## config.mk

```make
export PLATFORM = sky130hd
export DESIGN_NAME = ucsbece154b_victim_ctrl_flat
export DESIGN_NICKNAME = d
export VERILOG_FILES = /design/src/rtl/ucsbece154b_victim_ctrl_if.sv /design/src/rtl/ucsbece154b_victim_ctrl.sv /design/src/flat_wrapper.sv
export SDC_FILE = /design/constraint.sdc
export NUM_CORES = 1
export LEC_CHECK = 0
export CAP_MARGIN = 20
export CORE_AREA = 2 2 388 390
export DETAILED_ROUTE_END_ITERATION = 8
export DIE_AREA = 0 0 390 392
export PLACE_DENSITY = 0.3
export SLEW_MARGIN = 25
export SYNTH_ARGS = -nofsm -noshare
export SYNTH_HDL_FRONTEND = slang
export SYNTH_SLANG_ARGS = --single-unit
```

## constraint.sdc

```tcl
create_clock -name clk_i -period 4 [get_ports clk_i]
set_clock_uncertainty 0.15 [all_clocks]
set_input_delay 0.4 -clock clk_i [delete_from_list [all_inputs] [get_ports clk_i]]
set_output_delay 0.4 -clock clk_i [all_outputs]
set_load 0.02 [all_outputs]
```

## src/rtl/ucsbece154b_victim_ctrl_if.sv

```systemverilog
// Bus bundle between the victim-cache miss controller and its surroundings:
// the L1 miss/refill handshakes, the victim cache port and the memory port.
// master = controller view, slave = view of the L1/victim-cache/memory side.
interface ucsbece154b_victim_ctrl_if #(
    parameter int unsigned ADDR_WIDTH = 56,
    parameter int unsigned LINE_WIDTH = 128
);
    // L1 miss request
    logic                  req_valid_i;
    logic                  req_ready_o;
    logic [ADDR_WIDTH-1:0] req_addr_i;
    logic                  evict_valid_i;
    logic [ADDR_WIDTH-1:0] evict_addr_i;
    logic [LINE_WIDTH-1:0] evict_data_i;
    // L1 refill response
    logic                  resp_valid_o;
    logic                  resp_ready_i;
    logic [LINE_WIDTH-1:0] resp_data_o;
    logic                  resp_from_vc_o;
    // Victim cache port
    logic                  vc_en_o;
    logic [ADDR_WIDTH-1:0] vc_raddr_o;
    logic [LINE_WIDTH-1:0] vc_rdata_i;
    logic                  vc_hit_i;
    logic                  vc_we_o;
    logic [ADDR_WIDTH-1:0] vc_waddr_o;
    logic [LINE_WIDTH-1:0] vc_wdata_o;
    // Next-level memory port
    logic                  mem_req_valid_o;
    logic                  mem_req_ready_i;
    logic [ADDR_WIDTH-1:0] mem_req_addr_o;
    logic                  mem_resp_valid_i;
    logic [LINE_WIDTH-1:0] mem_resp_data_i;
    // Performance counters
    logic [31:0]           hit_cnt_o;
    logic [31:0]           miss_cnt_o;

    modport master (
        input  req_valid_i, req_addr_i, evict_valid_i, evict_addr_i, evict_data_i,
        input  resp_ready_i, vc_rdata_i, vc_hit_i,
        input  mem_req_ready_i, mem_resp_valid_i, mem_resp_data_i,
        output req_ready_o, resp_valid_o, resp_data_o, resp_from_vc_o,
        output vc_en_o, vc_raddr_o, vc_we_o, vc_waddr_o, vc_wdata_o,
        output mem_req_valid_o, mem_req_addr_o, hit_cnt_o, miss_cnt_o
    );

    modport slave (
        output req_valid_i, req_addr_i, evict_valid_i, evict_addr_i, evict_data_i,
        output resp_ready_i, vc_rdata_i, vc_hit_i,
        output mem_req_ready_i, mem_resp_valid_i, mem_resp_data_i,
        input  req_ready_o, resp_valid_o, resp_data_o, resp_from_vc_o,
        input  vc_en_o, vc_raddr_o, vc_we_o, vc_waddr_o, vc_wdata_o,
        input  mem_req_valid_o, mem_req_addr_o, hit_cnt_o, miss_cnt_o
    );
endinterface

```

## src/rtl/ucsbece154b_victim_ctrl.sv

```systemverilog
// Victim cache miss controller: takes one L1 miss plus its evicted line,
// probes the victim cache, and refills from the victim cache or from memory.
// The evicted line is written into the victim cache during the probe cycle.
// Optional hit/miss counters are enabled with the macro VC_CTRL_PERF_CNT_EN.
module ucsbece154b_victim_ctrl #(
    parameter int unsigned ADDR_WIDTH = 56,
    parameter int unsigned LINE_WIDTH = 128
) (
    input  logic                      clk_i,
    input  logic                      rst_i,
    ucsbece154b_victim_ctrl_if.master bus
);

    localparam int unsigned OFFSET_WIDTH = $clog2(LINE_WIDTH / 8);
    localparam logic [ADDR_WIDTH-1:0] OFFSET_MASK =
        ADDR_WIDTH'((64'd1 << OFFSET_WIDTH) - 64'd1);

    typedef enum logic [2:0] {
        IDLE     = 3'd0,
        PROBE    = 3'd1,
        MEM_REQ  = 3'd2,
        MEM_WAIT = 3'd3,
        RESP     = 3'd4
    } state_t;

    state_t                state_q, state_d;
    logic                  req_ready_q, req_ready_d;
    logic [ADDR_WIDTH-1:0] req_addr_q, req_addr_d;
    logic                  vc_we_q, vc_we_d;
    logic [ADDR_WIDTH-1:0] vc_waddr_q, vc_waddr_d;
    logic [LINE_WIDTH-1:0] vc_wdata_q, vc_wdata_d;
    logic                  mem_req_valid_q, mem_req_valid_d;
    logic [ADDR_WIDTH-1:0] mem_req_addr_q, mem_req_addr_d;
    logic                  resp_valid_q, resp_valid_d;
    logic [LINE_WIDTH-1:0] resp_data_q, resp_data_d;
    logic                  resp_from_vc_q, resp_from_vc_d;

    // Next state and next registered outputs; idle data outputs return to zero
    always_comb begin
        state_d         = state_q;
        req_ready_d     = 1'b0;
        req_addr_d      = req_addr_q;
        vc_we_d         = 1'b0;
        vc_waddr_d      = '0;
        vc_wdata_d      = '0;
        mem_req_valid_d = 1'b0;
        mem_req_addr_d  = '0;
        resp_valid_d    = 1'b0;
        resp_data_d     = '0;
        resp_from_vc_d  = 1'b0;

        unique case (state_q)
            IDLE: begin
                req_ready_d = 1'b1;
                if (bus.req_valid_i && req_ready_q) begin
                    state_d     = PROBE;
                    req_ready_d = 1'b0;
                    req_addr_d  = bus.req_addr_i;
                    if (bus.evict_valid_i) begin
                        vc_we_d    = 1'b1;
                        vc_waddr_d = bus.evict_addr_i;
                        vc_wdata_d = bus.evict_data_i;
                    end
                end
            end
            PROBE: begin
                if (bus.vc_hit_i) begin
                    state_d        = RESP;
                    resp_valid_d   = 1'b1;
                    resp_data_d    = bus.vc_rdata_i;
                    resp_from_vc_d = 1'b1;
                end else begin
                    state_d         = MEM_REQ;
                    mem_req_valid_d = 1'b1;
                    mem_req_addr_d  = req_addr_q & ~OFFSET_MASK;
                end
            end
            MEM_REQ: begin
                mem_req_valid_d = 1'b1;
                mem_req_addr_d  = mem_req_addr_q;
                if (bus.mem_req_ready_i) begin
                    state_d         = MEM_WAIT;
                    mem_req_valid_d = 1'b0;
                    mem_req_addr_d  = '0;
                end
            end
            MEM_WAIT: begin
                if (bus.mem_resp_valid_i) begin
                    state_d      = RESP;
                    resp_valid_d = 1'b1;
                    resp_data_d  = bus.mem_resp_data_i;
                end
            end
            RESP: begin
                resp_valid_d   = 1'b1;
                resp_data_d    = resp_data_q;
                resp_from_vc_d = resp_from_vc_q;
                if (bus.resp_ready_i) begin
                    state_d        = IDLE;
                    resp_valid_d   = 1'b0;
                    resp_data_d    = '0;
                    resp_from_vc_d = 1'b0;
                    req_ready_d    = 1'b1;
                end
            end
            default: state_d = IDLE;
        endcase
    end

    // State and output registers; reset abandons any request in flight
    always_ff @(posedge clk_i) begin
        if (rst_i) begin
            state_q         <= IDLE;
            req_ready_q     <= 1'b0;
            req_addr_q      <= '0;
            vc_we_q         <= 1'b0;
            vc_waddr_q      <= '0;
            vc_wdata_q      <= '0;
            mem_req_valid_q <= 1'b0;
            mem_req_addr_q  <= '0;
            resp_valid_q    <= 1'b0;
            resp_data_q     <= '0;
            resp_from_vc_q  <= 1'b0;
        end else begin
            state_q         <= state_d;
            req_ready_q     <= req_ready_d;
            req_addr_q      <= req_addr_d;
            vc_we_q         <= vc_we_d;
            vc_waddr_q      <= vc_waddr_d;
            vc_wdata_q      <= vc_wdata_d;
            mem_req_valid_q <= mem_req_valid_d;
            mem_req_addr_q  <= mem_req_addr_d;
            resp_valid_q    <= resp_valid_d;
            resp_data_q     <= resp_data_d;
            resp_from_vc_q  <= resp_from_vc_d;
        end
    end

    assign bus.req_ready_o     = req_ready_q;
    assign bus.vc_raddr_o      = req_addr_q;
    assign bus.vc_we_o         = vc_we_q;
    assign bus.vc_waddr_o      = vc_waddr_q;
    assign bus.vc_wdata_o      = vc_wdata_q;
    assign bus.mem_req_valid_o = mem_req_valid_q;
    assign bus.mem_req_addr_o  = mem_req_addr_q;
    assign bus.resp_valid_o    = resp_valid_q;
    assign bus.resp_data_o     = resp_data_q;
    assign bus.resp_from_vc_o  = resp_from_vc_q;
    // Holding the victim cache disabled during reset invalidates its contents
    assign bus.vc_en_o         = ~rst_i;

`ifdef VC_CTRL_PERF_CNT_EN
    logic [31:0] hit_cnt_q, miss_cnt_q;

    // Saturating hit/miss counters, one event per probe cycle
    always_ff @(posedge clk_i) begin
        if (rst_i) begin
            hit_cnt_q  <= '0;
            miss_cnt_q <= '0;
        end else if (state_q == PROBE) begin
            if (bus.vc_hit_i) begin
                if (hit_cnt_q != 32'hFFFF_FFFF) hit_cnt_q <= hit_cnt_q + 32'd1;
            end else begin
                if (miss_cnt_q != 32'hFFFF_FFFF) miss_cnt_q <= miss_cnt_q + 32'd1;
            end
        end
    end

    assign bus.hit_cnt_o  = hit_cnt_q;
    assign bus.miss_cnt_o = miss_cnt_q;
`else
    assign bus.hit_cnt_o  = '0;
    assign bus.miss_cnt_o = '0;
`endif

endmodule

```

## src/flat_wrapper.sv

```systemverilog
// flat-port wrapper written by rule: the top's interface ports become plain ports
module ucsbece154b_victim_ctrl_flat 
#(
    parameter int unsigned ADDR_WIDTH = 56,
    parameter int unsigned LINE_WIDTH = 128
)
  (clk_i, rst_i, bus_req_valid_i, bus_req_addr_i, bus_evict_valid_i, bus_evict_addr_i, bus_evict_data_i, bus_resp_ready_i, bus_vc_rdata_i, bus_vc_hit_i, bus_mem_req_ready_i, bus_mem_resp_valid_i, bus_mem_resp_data_i, bus_req_ready_o, bus_resp_valid_o, bus_resp_data_o, bus_resp_from_vc_o, bus_vc_en_o, bus_vc_raddr_o, bus_vc_we_o, bus_vc_waddr_o, bus_vc_wdata_o, bus_mem_req_valid_o, bus_mem_req_addr_o, bus_hit_cnt_o, bus_miss_cnt_o);
  ucsbece154b_victim_ctrl_if #(.ADDR_WIDTH(ADDR_WIDTH), .LINE_WIDTH(LINE_WIDTH)) bus_i ();
  input  logic clk_i;
  input  logic rst_i;
  input wire logic [$bits(bus_i.req_valid_i)-1:0] bus_req_valid_i;
  input wire logic [$bits(bus_i.req_addr_i)-1:0] bus_req_addr_i;
  input wire logic [$bits(bus_i.evict_valid_i)-1:0] bus_evict_valid_i;
  input wire logic [$bits(bus_i.evict_addr_i)-1:0] bus_evict_addr_i;
  input wire logic [$bits(bus_i.evict_data_i)-1:0] bus_evict_data_i;
  input wire logic [$bits(bus_i.resp_ready_i)-1:0] bus_resp_ready_i;
  input wire logic [$bits(bus_i.vc_rdata_i)-1:0] bus_vc_rdata_i;
  input wire logic [$bits(bus_i.vc_hit_i)-1:0] bus_vc_hit_i;
  input wire logic [$bits(bus_i.mem_req_ready_i)-1:0] bus_mem_req_ready_i;
  input wire logic [$bits(bus_i.mem_resp_valid_i)-1:0] bus_mem_resp_valid_i;
  input wire logic [$bits(bus_i.mem_resp_data_i)-1:0] bus_mem_resp_data_i;
  output wire logic [$bits(bus_i.req_ready_o)-1:0] bus_req_ready_o;
  output wire logic [$bits(bus_i.resp_valid_o)-1:0] bus_resp_valid_o;
  output wire logic [$bits(bus_i.resp_data_o)-1:0] bus_resp_data_o;
  output wire logic [$bits(bus_i.resp_from_vc_o)-1:0] bus_resp_from_vc_o;
  output wire logic [$bits(bus_i.vc_en_o)-1:0] bus_vc_en_o;
  output wire logic [$bits(bus_i.vc_raddr_o)-1:0] bus_vc_raddr_o;
  output wire logic [$bits(bus_i.vc_we_o)-1:0] bus_vc_we_o;
  output wire logic [$bits(bus_i.vc_waddr_o)-1:0] bus_vc_waddr_o;
  output wire logic [$bits(bus_i.vc_wdata_o)-1:0] bus_vc_wdata_o;
  output wire logic [$bits(bus_i.mem_req_valid_o)-1:0] bus_mem_req_valid_o;
  output wire logic [$bits(bus_i.mem_req_addr_o)-1:0] bus_mem_req_addr_o;
  output wire logic [$bits(bus_i.hit_cnt_o)-1:0] bus_hit_cnt_o;
  output wire logic [$bits(bus_i.miss_cnt_o)-1:0] bus_miss_cnt_o;
  assign bus_i.req_valid_i = bus_req_valid_i;
  assign bus_i.req_addr_i = bus_req_addr_i;
  assign bus_i.evict_valid_i = bus_evict_valid_i;
  assign bus_i.evict_addr_i = bus_evict_addr_i;
  assign bus_i.evict_data_i = bus_evict_data_i;
  assign bus_i.resp_ready_i = bus_resp_ready_i;
  assign bus_i.vc_rdata_i = bus_vc_rdata_i;
  assign bus_i.vc_hit_i = bus_vc_hit_i;
  assign bus_i.mem_req_ready_i = bus_mem_req_ready_i;
  assign bus_i.mem_resp_valid_i = bus_mem_resp_valid_i;
  assign bus_i.mem_resp_data_i = bus_mem_resp_data_i;
  assign bus_req_ready_o = bus_i.req_ready_o;
  assign bus_resp_valid_o = bus_i.resp_valid_o;
  assign bus_resp_data_o = bus_i.resp_data_o;
  assign bus_resp_from_vc_o = bus_i.resp_from_vc_o;
  assign bus_vc_en_o = bus_i.vc_en_o;
  assign bus_vc_raddr_o = bus_i.vc_raddr_o;
  assign bus_vc_we_o = bus_i.vc_we_o;
  assign bus_vc_waddr_o = bus_i.vc_waddr_o;
  assign bus_vc_wdata_o = bus_i.vc_wdata_o;
  assign bus_mem_req_valid_o = bus_i.mem_req_valid_o;
  assign bus_mem_req_addr_o = bus_i.mem_req_addr_o;
  assign bus_hit_cnt_o = bus_i.hit_cnt_o;
  assign bus_miss_cnt_o = bus_i.miss_cnt_o;
  ucsbece154b_victim_ctrl #(.ADDR_WIDTH(ADDR_WIDTH), .LINE_WIDTH(LINE_WIDTH)) u_core (.clk_i(clk_i), .rst_i(rst_i), .bus(bus_i));
endmodule
```

**Word level (Yosys, flattened, before mapping)**

Index checks and enable logic that the tools add are counted.

- Flip-flop bits (word level): 432
- Bits in latches: 0
- Bits in writable memories: 0
- Bits in read-only memories: 0
- Bits of input ports: 504
- Output and inout port bits: 494
- Word-level logic and storage cells: 55
- Memories kept: 0

- Add/subtract/negate cells: 0
- Multiply operators: 0
- Div/mod/pow operators: 0
- Order comparisons: 0
- Equality and inequality tests: 8
- Shift-type cells: 0
- Muxes and demuxes: 26
- Bitwise operators: 4
- Reduce and logical (&&, ||, !) cells: 6

Operators by type and width:

| cell | count |
|---|---|
| $mux 128 | 3 |
| $pmux 128 s3 | 1 |
| $mux 56 | 2 |
| $pmux 56 s2 | 1 |
| $mux 3 | 5 |
| $pmux 3 s5 | 1 |
| $mux 1 | 9 |
| $eq 3x2->1 const B | 2 |
| $ne 2x2->1 const B | 3 |
| $pmux 1 s2 | 3 |
| $not 1->1 | 4 |
| $reduce_and 4->1 | 1 |
| $reduce_or 4->1 | 1 |
| $eq 3x1->1 const B | 1 |
| $eq 3x3->1 const B | 1 |
| $logic_not 3->1 | 1 |
| $pmux 1 s3 | 1 |
| $reduce_or 3->1 | 1 |
| $ne 2x1->1 const B | 1 |
| $reduce_and 2->1 | 1 |
| $logic_and 1x1->1 | 1 |

**Longest topological paths before layout**

Gate-level depths: netlist (run 1).

- Depth after elaboration: 3
- Mapped depth: 7
- Gate-level depth less buffers: 3

**Worst setup path before layout (run 1)**

OpenSTA, ideal clock, no wires.

- Path type: flip-flop to flip-flop
- Start: register u_core.state_q[0]
- End: register u_core.vc_wdata_q[10] (netlist: u_core.bus.vc_wdata_o[10])
- Setup time: 0.059 ns
- Arrival time: 1.594 ns
- Required time: 3.791 ns
- Setup slack: 2.197 ns
- Stages on the path, launching flop included: 8
- Buffers on the path: 4
- Period minus slack after synthesis: 1.803 ns
- Cell sequence: dfxtp_1 > buf_2 > or2_1 > clkbuf_1 > nor4b_4 > buf_4 > buf_2 > and2_1

- Longest elaborated chain between the ends: 3

Ends and longest elaborated chain:

| item | RTL line | RTL |
|---|---|---|
| from (decl) | ucsbece154b_victim_ctrl.sv:26 | `state_t state_q, state_d;` |
| from (signal assigned) | ucsbece154b_victim_ctrl.sv:125 | `state_q <= state_d;` |
| $logic_not 3->1 | ucsbece154b_victim_ctrl.sv:52 | `unique case (state_q)` |
| $not 1->1 (no source line) | n/a |  |
| $reduce_or 4->1 (no source line) | n/a |  |
| to (signal assigned) | ucsbece154b_victim_ctrl.sv:130 | `vc_wdata_q <= vc_wdata_d;` |
| to (decl) | ucsbece154b_victim_ctrl.sv:31 | `logic [LINE_WIDTH-1:0] vc_wdata_q, vc_wdata_d;` |

Every way passes these cells.
A chain may end at the register's enable or synchronous reset.

**Final worst setup path (run 1)**

- Start: input port rst_i
- End: output port bus_vc_en_o

- Longest elaborated chain between the ends: 1

Ends and longest elaborated chain:

| item | RTL line | RTL |
|---|---|---|
| from (decl) | flat_wrapper.sv:10 | `input logic rst_i;` |
| $not 1->1 | ucsbece154b_victim_ctrl.sv:150 | `assign bus.vc_en_o = ~rst_i;` |
| to (decl) | flat_wrapper.sv:26 | `output wire logic [$bits(bus_i.vc_en_o)-1:0] bus_vc_en_o;` |

Every way passes these cells.

==> impl_metrics.csv, run 1 <==
group,metric,value,unit
worst_setup_path,startpoint_type,"input port",
yosys,synth_compound_area_share,15.4,%
hold_path,whs_path_depth,2,
place,hpwl,71.4,mm
yosys,yosysSeqAreaShare,57.9,%
yosys,ys_ff_latch,428,
route,ant_nets,0,
sta,period_needed,2760,ps
grt,use_met3,4.71,%
floorplanning,core_area,149000,um^2
yosys,synth_fa_ha_area_share,0,%
worst_setup_path,crit_slowest_cell,"clkdlybuf4s50_1",
layout,final_cell_area,28100,um^2
sta,min_period_over_period,69.0,%
route,via_per_inst,3.32,
worst_setup_path,crit_arrival,2210,ps
floorplanning,die_w,390,um
grt,antenna_found_initial,29,
power_and_ir_drop,p_per_area,395,nW/um^2
worst_setup_path,crit_fanout,47,
sta,fin_tns_setup,0,ps
clock_network,worstSkewPairLatency,660,ps
floorplanning,io-pin-count,998,
place,portBuffers,929,
grt,grt_use_total,11.2,%
route,drt_wl_total,91.6,mm
yosys,postSynthCellCount,1425,
power_and_ir_drop,power.total,11.1,mW
layout,synthToLayoutAreaGrowth,89.8,%
worst_setup_path,path_depth,4,
job,max_cap_viol_count,0,
clock_network,clkTransAtPathRegs,60,ps
grt,grt_max_degree,186,
sta,hold_violations,0,
worst_setup_path,required,3450,ps
route,drc,0,
grt,use_met2,19.7,%
grt,grt_pass1_vias,14596,
floorplanning,row_count,142,
sta,max_freq,362,MHz
route,drtIter0Drc,576,
route,wl_per_cell,21.3,um
clock_network,cts_tree,"done",
sta,finalSetupViolCount,0,
route,vias,14287,
yosys,synth_top_family_by_area,"simple AND/OR/NAND/NOR gates",
place,place_area,26000,um^2
place,dpl_worst_slack,1130,ps
worst_setup_path,endpoint_kind,"primary output",
yosys,synth-xor-area-share,0,%
route,drt_first_pass_iters,4,
clock_network,clock-root-buffer,"clkbuf_16",
sta,slew_headroom,37.9,%
yosys,synth_area,14800,um^2
outcome,status,"completed",
clock_network,numCtsBuffers,59,
layout,drive_gt1_share,5.35,%
floorplanning,initial_core_util,9.94,%
grt,overflow,0,
power_and_ir_drop,leakage,10.7,nW
sta,rsz0062_at_grt,"false",
grt,grt_pass1_wl,122,mm
grt,use_met1,12.0,%
worst_setup_path,worst-r2r-cell-count,4,
grt,busiest_layer,"met2",
clock_network,holdBufCountCts,1,
layout,nets,2816,
yosys,synth_ff_type,"dfxtp_1",
clock_network,post_cts_buffers,0,
worst_setup_path,worstSetupPathType,"in -> out",
sta,worst-slew-pin-transition,931,ps
yosys,synthSimpleGateAreaFrac,18.0,%
yosys,muxShareOfSynthArea,0.0761,%
worst_setup_path,max_stage_delay,610,ps
sta,final.setup.worst_slack,1240,ps
place,place_congestion,0.807,
hold_path,hp-class,"in -> reg",
yosys,synth-edff-count,0,
yosys,async_reset_ff_share,0,%
clock_network,cts_resized,0,
floorplanning,dieArea,153000,um^2
sta,drv_slew,0,
worst_setup_path,crit_buf_inv,4,
clock_network,htreeDepth,2,
yosys,syn_area_per_cell,10.4,um^2
sta,whs,134,ps
yosys,synth_cell_type_count,29,
yosys,synth_warnings,0,
floorplanning,die_h,392,um
worst_setup_path,crit_family,"buffers and inverters",
clock_network,clockBufferDepth,3,
power_and_ir_drop,vdd_ir_drop_max,0.000280,V
clock_network,cts_num_sinks,428,
worst_setup_path,path_cells,"dlygate4sd3_1 -> buf_4 -> inv_1 -> clkdlybuf4s50_1",
[worst register-to-register path, delay by kind of cell, from the launching register on]
kind	cells	cell delay, ps
buffers and inverters	1	460
DFF	1	450
and+or+nand+nor	3	1430
[layout make-up]
type                            instances  area [um^2]
Antenna cell                            6         15.0
Fill cell                           16420       121000
Tap cell                             1944         2430
Inverter                               58          218
Multi-Input combinational cell        811         5240
Clock buffer                           91         1780
Clock inverter                         15          250
Timing Repair Buffer                  954         9570
Sequential cell                       428         8570
[per-stage QoR]
| step | std cells | utilization [%] |
|---|---|---|
| after CTS | 4301 | 18.8 |
| after floorplan | 1492 | - |
| final | 4307 | 18.9 |
| after global placement | 4194 | 17.5 |
| after global routing | 4307 | 18.9 |
| after detailed placement | 4194 | 17.5 |
[power breakdown]
| part | total, mW | switching (mW) | internal (mW) | leakage [nW] |
|---|---|---|---|---|
| logic | 1.18 | 0.527 | 0.654 | 6.22 |
| clock network | 5.50 | 2.19 | 3.31 | 0.990 |
| registers | 4.41 | 0.0575 | 4.35 | 3.46 |
| total | 11.1 | 2.77 | 8.31 | 10.7 |
[state kept, by name, indices dropped and copies added, names as in the netlist]
name                        cells
u_core.bus.vc_wdata_o         128
u_core.bus.vc_waddr_o          56
u_core.bus.vc_raddr_o          56
u_core.bus.mem_req_addr_o      52
u_core.bus.resp_from_vc_o       1
u_core.bus.mem_req_valid_o      1
u_core.bus.resp_valid_o         1
u_core.bus.vc_we_o              1
u_core.bus.req_ready_o          1
u_core.state_q                  3
u_core.bus.resp_data_o        128
[cell usage in the layout (no fill, tap or decap), types with 2 or more instances in the layout]
cell,count
clkdlybuf4s50_1,928
dfxtp_1,428
and2_1,184
and3_1,128
a221o_1,128
conb_1,68
nor2_1,60
clkbuf_16,59
inv_1,58
a21oi_1,58
o21ai_0,57
or3_1,56
a22oi_1,53
clkbuf_8,18
buf_4,18
clkbuf_1,14
buf_12,7
diode_2,6
clkinv_2,5
bufinv_16,4
nor4b_4,3
nand2_1,2
nor3_1,2
clkinv_16,2
clkinv_4,2
[synthesized netlist by cell type, types with 27 or more instances]
| cell | count | area [um^2] |
|---|---|---|
| a21oi_1 | 58 | 290 |
| a221o_1 | 128 | 1280 |
| a22oi_1 | 53 | 398 |
| and2_1 | 185 | 1160 |
| and3_1 | 129 | 807 |
| buf_2 | 27 | 135 |
| buf_4 | 78 | 586 |
| clkbuf_1 | 86 | 323 |
| dfxtp_1 | 428 | 8570 |
| inv_1 | 58 | 218 |
| nor2_1 | 60 | 225 |
| o21ai_0 | 57 | 285 |
| or3_1 | 56 | 350 |
[metal layers]
layer | share of wire [%] | wire, um | up-vias
li1 | - | - | 6625
met5 | 0.21 | 192 | -
met4 | 3.0 | 2730 | 28
met1 | 37 | 33500 | 6875
met2 | 51 | 46400 | 627
met3 | 9.6 | 8820 | 132
[path summary, 6_finish.rpt]
kind | start | slack (ps) | endpoint
max | rst_i | 1240 | bus_vc_en_o
max reg2reg | u_core.state_q[1] | 1460 | u_core.bus.vc_waddr_o[48]
min reg2reg | u_core.bus.resp_data_o[109] | 330 | u_core.bus.resp_data_o[109]
min | bus_evict_data_i[105] | 130 | u_core.bus.vc_wdata_o[105]
[cell families after synthesis]
family / after synthesis
DFF: 428
buffers and inverters: 253
and+or+nand+nor: 444
muxes: 1
other: 1
AOI/OAI and AO/OA: 298
No activity file was read; power rests on OpenSTA's default activity.
==> run 2, diff against run 1 <==
CORE_AREA = 2 2 392 394   (was 2 2 388 390)
DIE_AREA = 0 0 394 396   (was 0 0 390 392)
clock period = 2.42 ns   (was 4 ns; I/O delays follow)
==> run 2 against run 1 <==
Sequential cell count did not move. Final cell count rose by 9.3%. Critical path depth fell by 3. Count of clock-buffer cells in the layout fell by 3. Power rose by 69%. Sequential share of layout area fell by 3.2 points. Die area rose by 2.1%. Core utilization rose by 1.8 points. Worst hold slack got worse by 67 ps. Critical path type is now reg -> out. Largest cell class unchanged. Highest routed layer unchanged.
==> impl_metrics.csv, run 2 (same netlist as run 1, synthesis figures left out) <==
group,metric,value,unit
layout,final_common_cell,"clkdlybuf4s50_1",
power_and_ir_drop,p_switching,4.81,mW
route,wl_per_cell,20.3,um
power_and_ir_drop,pwr-share-comb,12.9,%
layout,drive_gt1_share,5.63,%
grt,antenna_found_initial,45,
power_and_ir_drop,swShare,25.7,%
outcome,status,"completed",
route,drt_first_pass_iters,4,
power_and_ir_drop,p_per_area,597,nW/um^2
route,drt_wl_total,95.5,mm
sta,hold_violations,0,
worst_setup_path,crit_fanout,2,
place,place_congestion,0.794,
clock_network,cts_num_sinks,428,
floorplanning,io-pin-count,998,
worst_setup_path,endpoint_kind,"primary output",
worst_setup_path,crit_family,"buffers and inverters",
route,ant_nets,0,
sta,worst-slew-pin-transition,620,ps
layout,final_core_util,20.7,%
power_and_ir_drop,seqPwrFrac,38.9,%
worst_setup_path,worstSetupPathType,"reg -> out",
grt,grt_pass1_wl,131,mm
sta,slew_headroom,58.7,%
clock_network,htreeDepth,2,
sta,drv_slew,0,
grt,grt_pass1_vias,16050,
worst_setup_path,path_cells,"clkdlybuf4s50_1",
sta,fin_tns_setup,0,ps
clock_network,numCtsBuffers,58,
worst_setup_path,crit_buf_inv,1,
power_and_ir_drop,vdd_ir_drop_max,0.000510,V
place,hpwl,73.8,mm
clock_network,clockBufferDepth,3,
hold_path,hp-class,"in -> reg",
floorplanning,row_count,143,
clock_network,clkTransAtPathRegs,60,ps
grt,grt_max_degree,114,
floorplanning,core_area,152000,um^2
power_and_ir_drop,power.internal,13.9,mW
floorplanning,die_w,394,um
worst_setup_path,max_stage_delay,850,ps
worst_setup_path,startpoint_type,"flop",
route,drc,0,
floorplanning,dieArea,156000,um^2
place,portBuffers,929,
route,via_per_inst,3.22,
sta,min_period_over_period,92.5,%
sta,rsz0062_at_grt,"false",
worst_setup_path,crit_slowest_cell,"clkdlybuf4s50_1",
layout,synthToLayoutAreaGrowth,112,%
sta,max_freq,447,MHz
worst_setup_path,timing.rr.start,"u_core.state_q[0]",
sta,period_needed,2240,ps
clock_network,worstSkewPairLatency,650,ps
worst_setup_path,critical_path.startpoint,"u_core.bus.resp_data_o[119]",
power_and_ir_drop,leakage,12.0,nW
floorplanning,die_h,396,um
clock_network,clock-root-buffer,"clkbuf_16",
layout,nets,3119,
grt,overflow,0,
layout,layout_common_cells,"926 x clkdlybuf4s50_1, 428 x dfxtp_1, 283 x dlygate4sd3_1",
clock_network,cts_tree,"done",
worst_setup_path,crit_arrival,1850,ps
job,max_cap_viol_count,0,
route,drtIter0Drc,570,
sta,finalSetupViolCount,0,
floorplanning,initial_core_util,9.76,%
grt,grt_use_total,11.8,%
power_and_ir_drop,pwr-share-clk,48.2,%
hold_path,hp-start,"bus_vc_rdata_i[115]",
worst_setup_path,required,2030,ps
route,vias,15173,
==> run 2: changes by cell type in the layout (fill, tap and decap cells not counted), sizes merged <==
cell and change:
clkbuf -3, diode +8, clkdlybuf4s50 -2, clkinv +5, dlygate4sd2 +1, dlygate4sd3 +282
buf +23
==> run 2: metal layers <==
layer,share of wire [%],global-route usage [%],vias up
met5,0.14,0,-
met4,3.0,4.28,22
met3,9.4,5.12,152
met2,49,20.0,626
met1,39,12.9,7110
li1,-,-,7263
==> run 2: what timing repair did <==
item	4_1_cts	5_1_grt
endpoints found under the setup margin	1	0
endpoints found under the hold margin	299	0
setup buffers	0	0
hold buffers	283	0
gates resized for setup	1	0
==> run 2: final timing paths <==
check,endpoint,slack [ps],cells after the start
setup / recovery,bus_resp_data_o[119],180,1
hold / removal,u_core.bus.resp_data_o[115],70,2
setup reg to reg,u_core.bus.vc_waddr_o[55],400,5
hold reg to reg,u_core.bus.resp_data_o[121],330,1
==> run 2: power by group through the flow <==
stage,Combinational (mW),Clock (mW),Sequential (mW)
2_1_floorplan,0.532,0,7.58
3_3_place_gp,2.03,0,7.44
3_5_place_dp,2.02,0,7.44
4_1_cts,2.47,9.53,7.29
5_1_grt,2.59,9.78,7.30
6_report,2.42,9.03,7.28
==> run 2: area by class of cell <==
class	instances	area, um^2
well taps	2030	2540
diodes	14	35.0
multi-input cells	811	5240
clock inverters	20	268
repair buffers	1258	12800
inverters	58	218
clock buffers	88	1710
flip-flops and latches	428	8570
fillers	16755	120000
==> run 2: metrics by stage <==
| stage | hold WS, ps | cell area (um^2) | total power, mW | setup WS [ps] | std cells |
|---|---|---|---|---|---|
| 2_1_floorplan | 214 | 15000 | 8.12 | 617 | 1492 |
| 3_3_place_gp | 318 | 26500 | 9.47 | 83.9 | 4302 |
| 3_5_place_dp | 318 | 26500 | 9.46 | 122 | 4302 |
| 4_1_cts | 0.335 | 31300 | 19.3 | 94.2 | 4693 |
| 5_1_grt | 20.1 | 31400 | 19.7 | 76.7 | 4704 |
| 6_report | 67.5 | 31400 | 18.7 | 181 | 4707 |
==> run 3, diff against run 2 <==
SKIP_CTS_REPAIR_TIMING = 1   (was default)
==> run 3 against run 2 <==
Setup slack improved by 6.8 ps. Sequential share of layout area increased by 0.88 points. Power decreased by 0.72%. Wire length decreased by 0.14%. Non-clock buffer count decreased by 96. Sequential cell count unchanged. Maximum frequency increased by 0.30%. First-iteration DRC count decreased by 6.7%. Sequential power about the same. Critical endpoint is now bus_vc_waddr_o[29]. Largest cell class unchanged. Highest routed layer unchanged.
==> impl_metrics.csv, run 3 (same netlist as run 1, synthesis figures left out) <==
group,metric,value,unit
outcome,status,"completed",
sta,hold_violations,0,
worst_setup_path,worstSetupPathType,"reg -> out",
clock_network,clockBufferDepth,3,
route,drt_wl_total,95.4,mm
worst_setup_path,endpoint_kind,"primary output",
floorplanning,row_count,143,
floorplanning,dieArea,156000,um^2
route,drtIter0Drc,532,
sta,worst-slew-pin-transition,601,ps
power_and_ir_drop,p_per_area,612,nW/um^2
worst_setup_path,crit_slowest_cell,"clkdlybuf4s50_1",
sta,final.setup.worst_slack,188,ps
grt,grt_pass1_wl,128,mm
route,drt_first_pass_iters,5,
grt,overflow,0,
clock_network,cts_tree,"done",
clock_network,worstSkewPairLatency,650,ps
layout,final_common_cell,"clkdlybuf4s50_1",
floorplanning,die_h,396,um
layout,layout_common_cells,"926 x clkdlybuf4s50_1, 428 x dfxtp_1, 187 x dlygate4sd3_1",
route,ant_nets,0,
route,vias,14833,
grt,grt_use_total,11.6,%
worst_setup_path,crit_buf_inv,1,
job,max_cap_viol_count,0,
clock_network,clkTransAtPathRegs,60,ps
route,via_per_inst,3.22,
grt,grt_max_degree,114,
clock_network,clock-root-buffer,"clkbuf_16",
grt,antenna_found_initial,45,
route,drc,0,
grt,use_met1,12.8,%
layout,synthToLayoutAreaGrowth,105,%
grt,grt_pass1_vias,14478,
floorplanning,initial_core_util,9.76,%
sta,period_needed,2230,ps
worst_setup_path,required,2030,ps
worst_setup_path,crit_arrival,1840,ps
clock_network,numCtsBuffers,58,
grt,use_met3,5.15,%
clock_network,htreeDepth,2,
worst_setup_path,path_cells,"clkdlybuf4s50_1",
power_and_ir_drop,power.total,18.6,mW
sta,finalSetupViolCount,0,
grt,use_met2,20.7,%
grt,busiest_layer,"met2",
sta,drv_slew,0,
sta,max_freq,448,MHz
worst_setup_path,crit_fanout,1,
worst_setup_path,startpoint_type,"flop",
clock_network,cts_num_sinks,428,
sta,fin_tns_setup,0,ps
place,hpwl,73.8,mm
sta,slew_headroom,60.0,%
route,wl_per_cell,20.7,um
worst_setup_path,rrSetupSlack,400,ps
place,portBuffers,929,
hold_path,hp-class,"in -> reg",
layout,nets,3023,
power_and_ir_drop,vdd_ir_drop_max,0.000505,V
floorplanning,die_w,394,um
place,place_congestion,0.794,
worst_setup_path,max_stage_delay,710,ps
floorplanning,io-pin-count,998,
place,dpl_worst_slack,122,ps
layout,drive_gt1_share,5.84,%
worst_setup_path,crit_family,"buffers and inverters",
power_and_ir_drop,leakage,11.6,nW
floorplanning,core_area,152000,um^2
sta,min_period_over_period,92.2,%
sta,rsz0062_at_grt,"false",
-- run 3: cell types whose count changed in the layout (fill, tap and decap cells not counted) --
cell,previous run,this run
dlygate4sd3_1,283,187
dlygate4sd2_1,1,0
diode_2,14,5
dlymetal6s2s_1,0,1
-- run 3: worst paths after layout --
| check | startpoint | end | cells past startpoint |
|---|---|---|---|
| min reg2reg | u_core.bus.resp_data_o[95] | u_core.bus.resp_data_o[95] | 1 |
| min | bus_evict_addr_i[8] | u_core.bus.vc_waddr_o[8] | 2 |
| max | u_core.bus.vc_waddr_o[29] | bus_vc_waddr_o[29] | 1 |
| max reg2reg | u_core.state_q[0] | u_core.bus.vc_waddr_o[10] | 5 |
-- run 3: cell type report --
cell class	count	area, um^2
fill	16813	121000
timing repair buffer	1162	11800
sequential	428	8570
multi-input combinational	811	5240
tap	2030	2540
clock buffer	88	1710
clock inverter	20	268
inverter	58	218
antenna	5	12.5
-- run 3: where the power goes --
part           total, mW  internal [mW]  switching (mW)
Combinational       2.27           1.31           0.962
Clock               9.04           5.32            3.72
Sequential          7.28           7.19          0.0907
-- run 3: stage by stage --
step,instance area [um^2],util [%],cells,hold slack [ps]
global route,30400,20.0,4599,0.119
global placement,26500,17.5,4302,318
CTS,28500,18.8,4410,-207
detailed placement,26500,17.5,4302,318
floorplan,15000,-,1492,214
finish,30400,20.1,4602,16.3
-- run 3: routing by layer --
metal | part of all wire (%) | vias to the layer above
met2 | 50 | 635
met4 | 2.0 | 18
li1 | - | 7052
met3 | 9.0 | 150
met1 | 39 | 6978
met5 | 0.11 | -
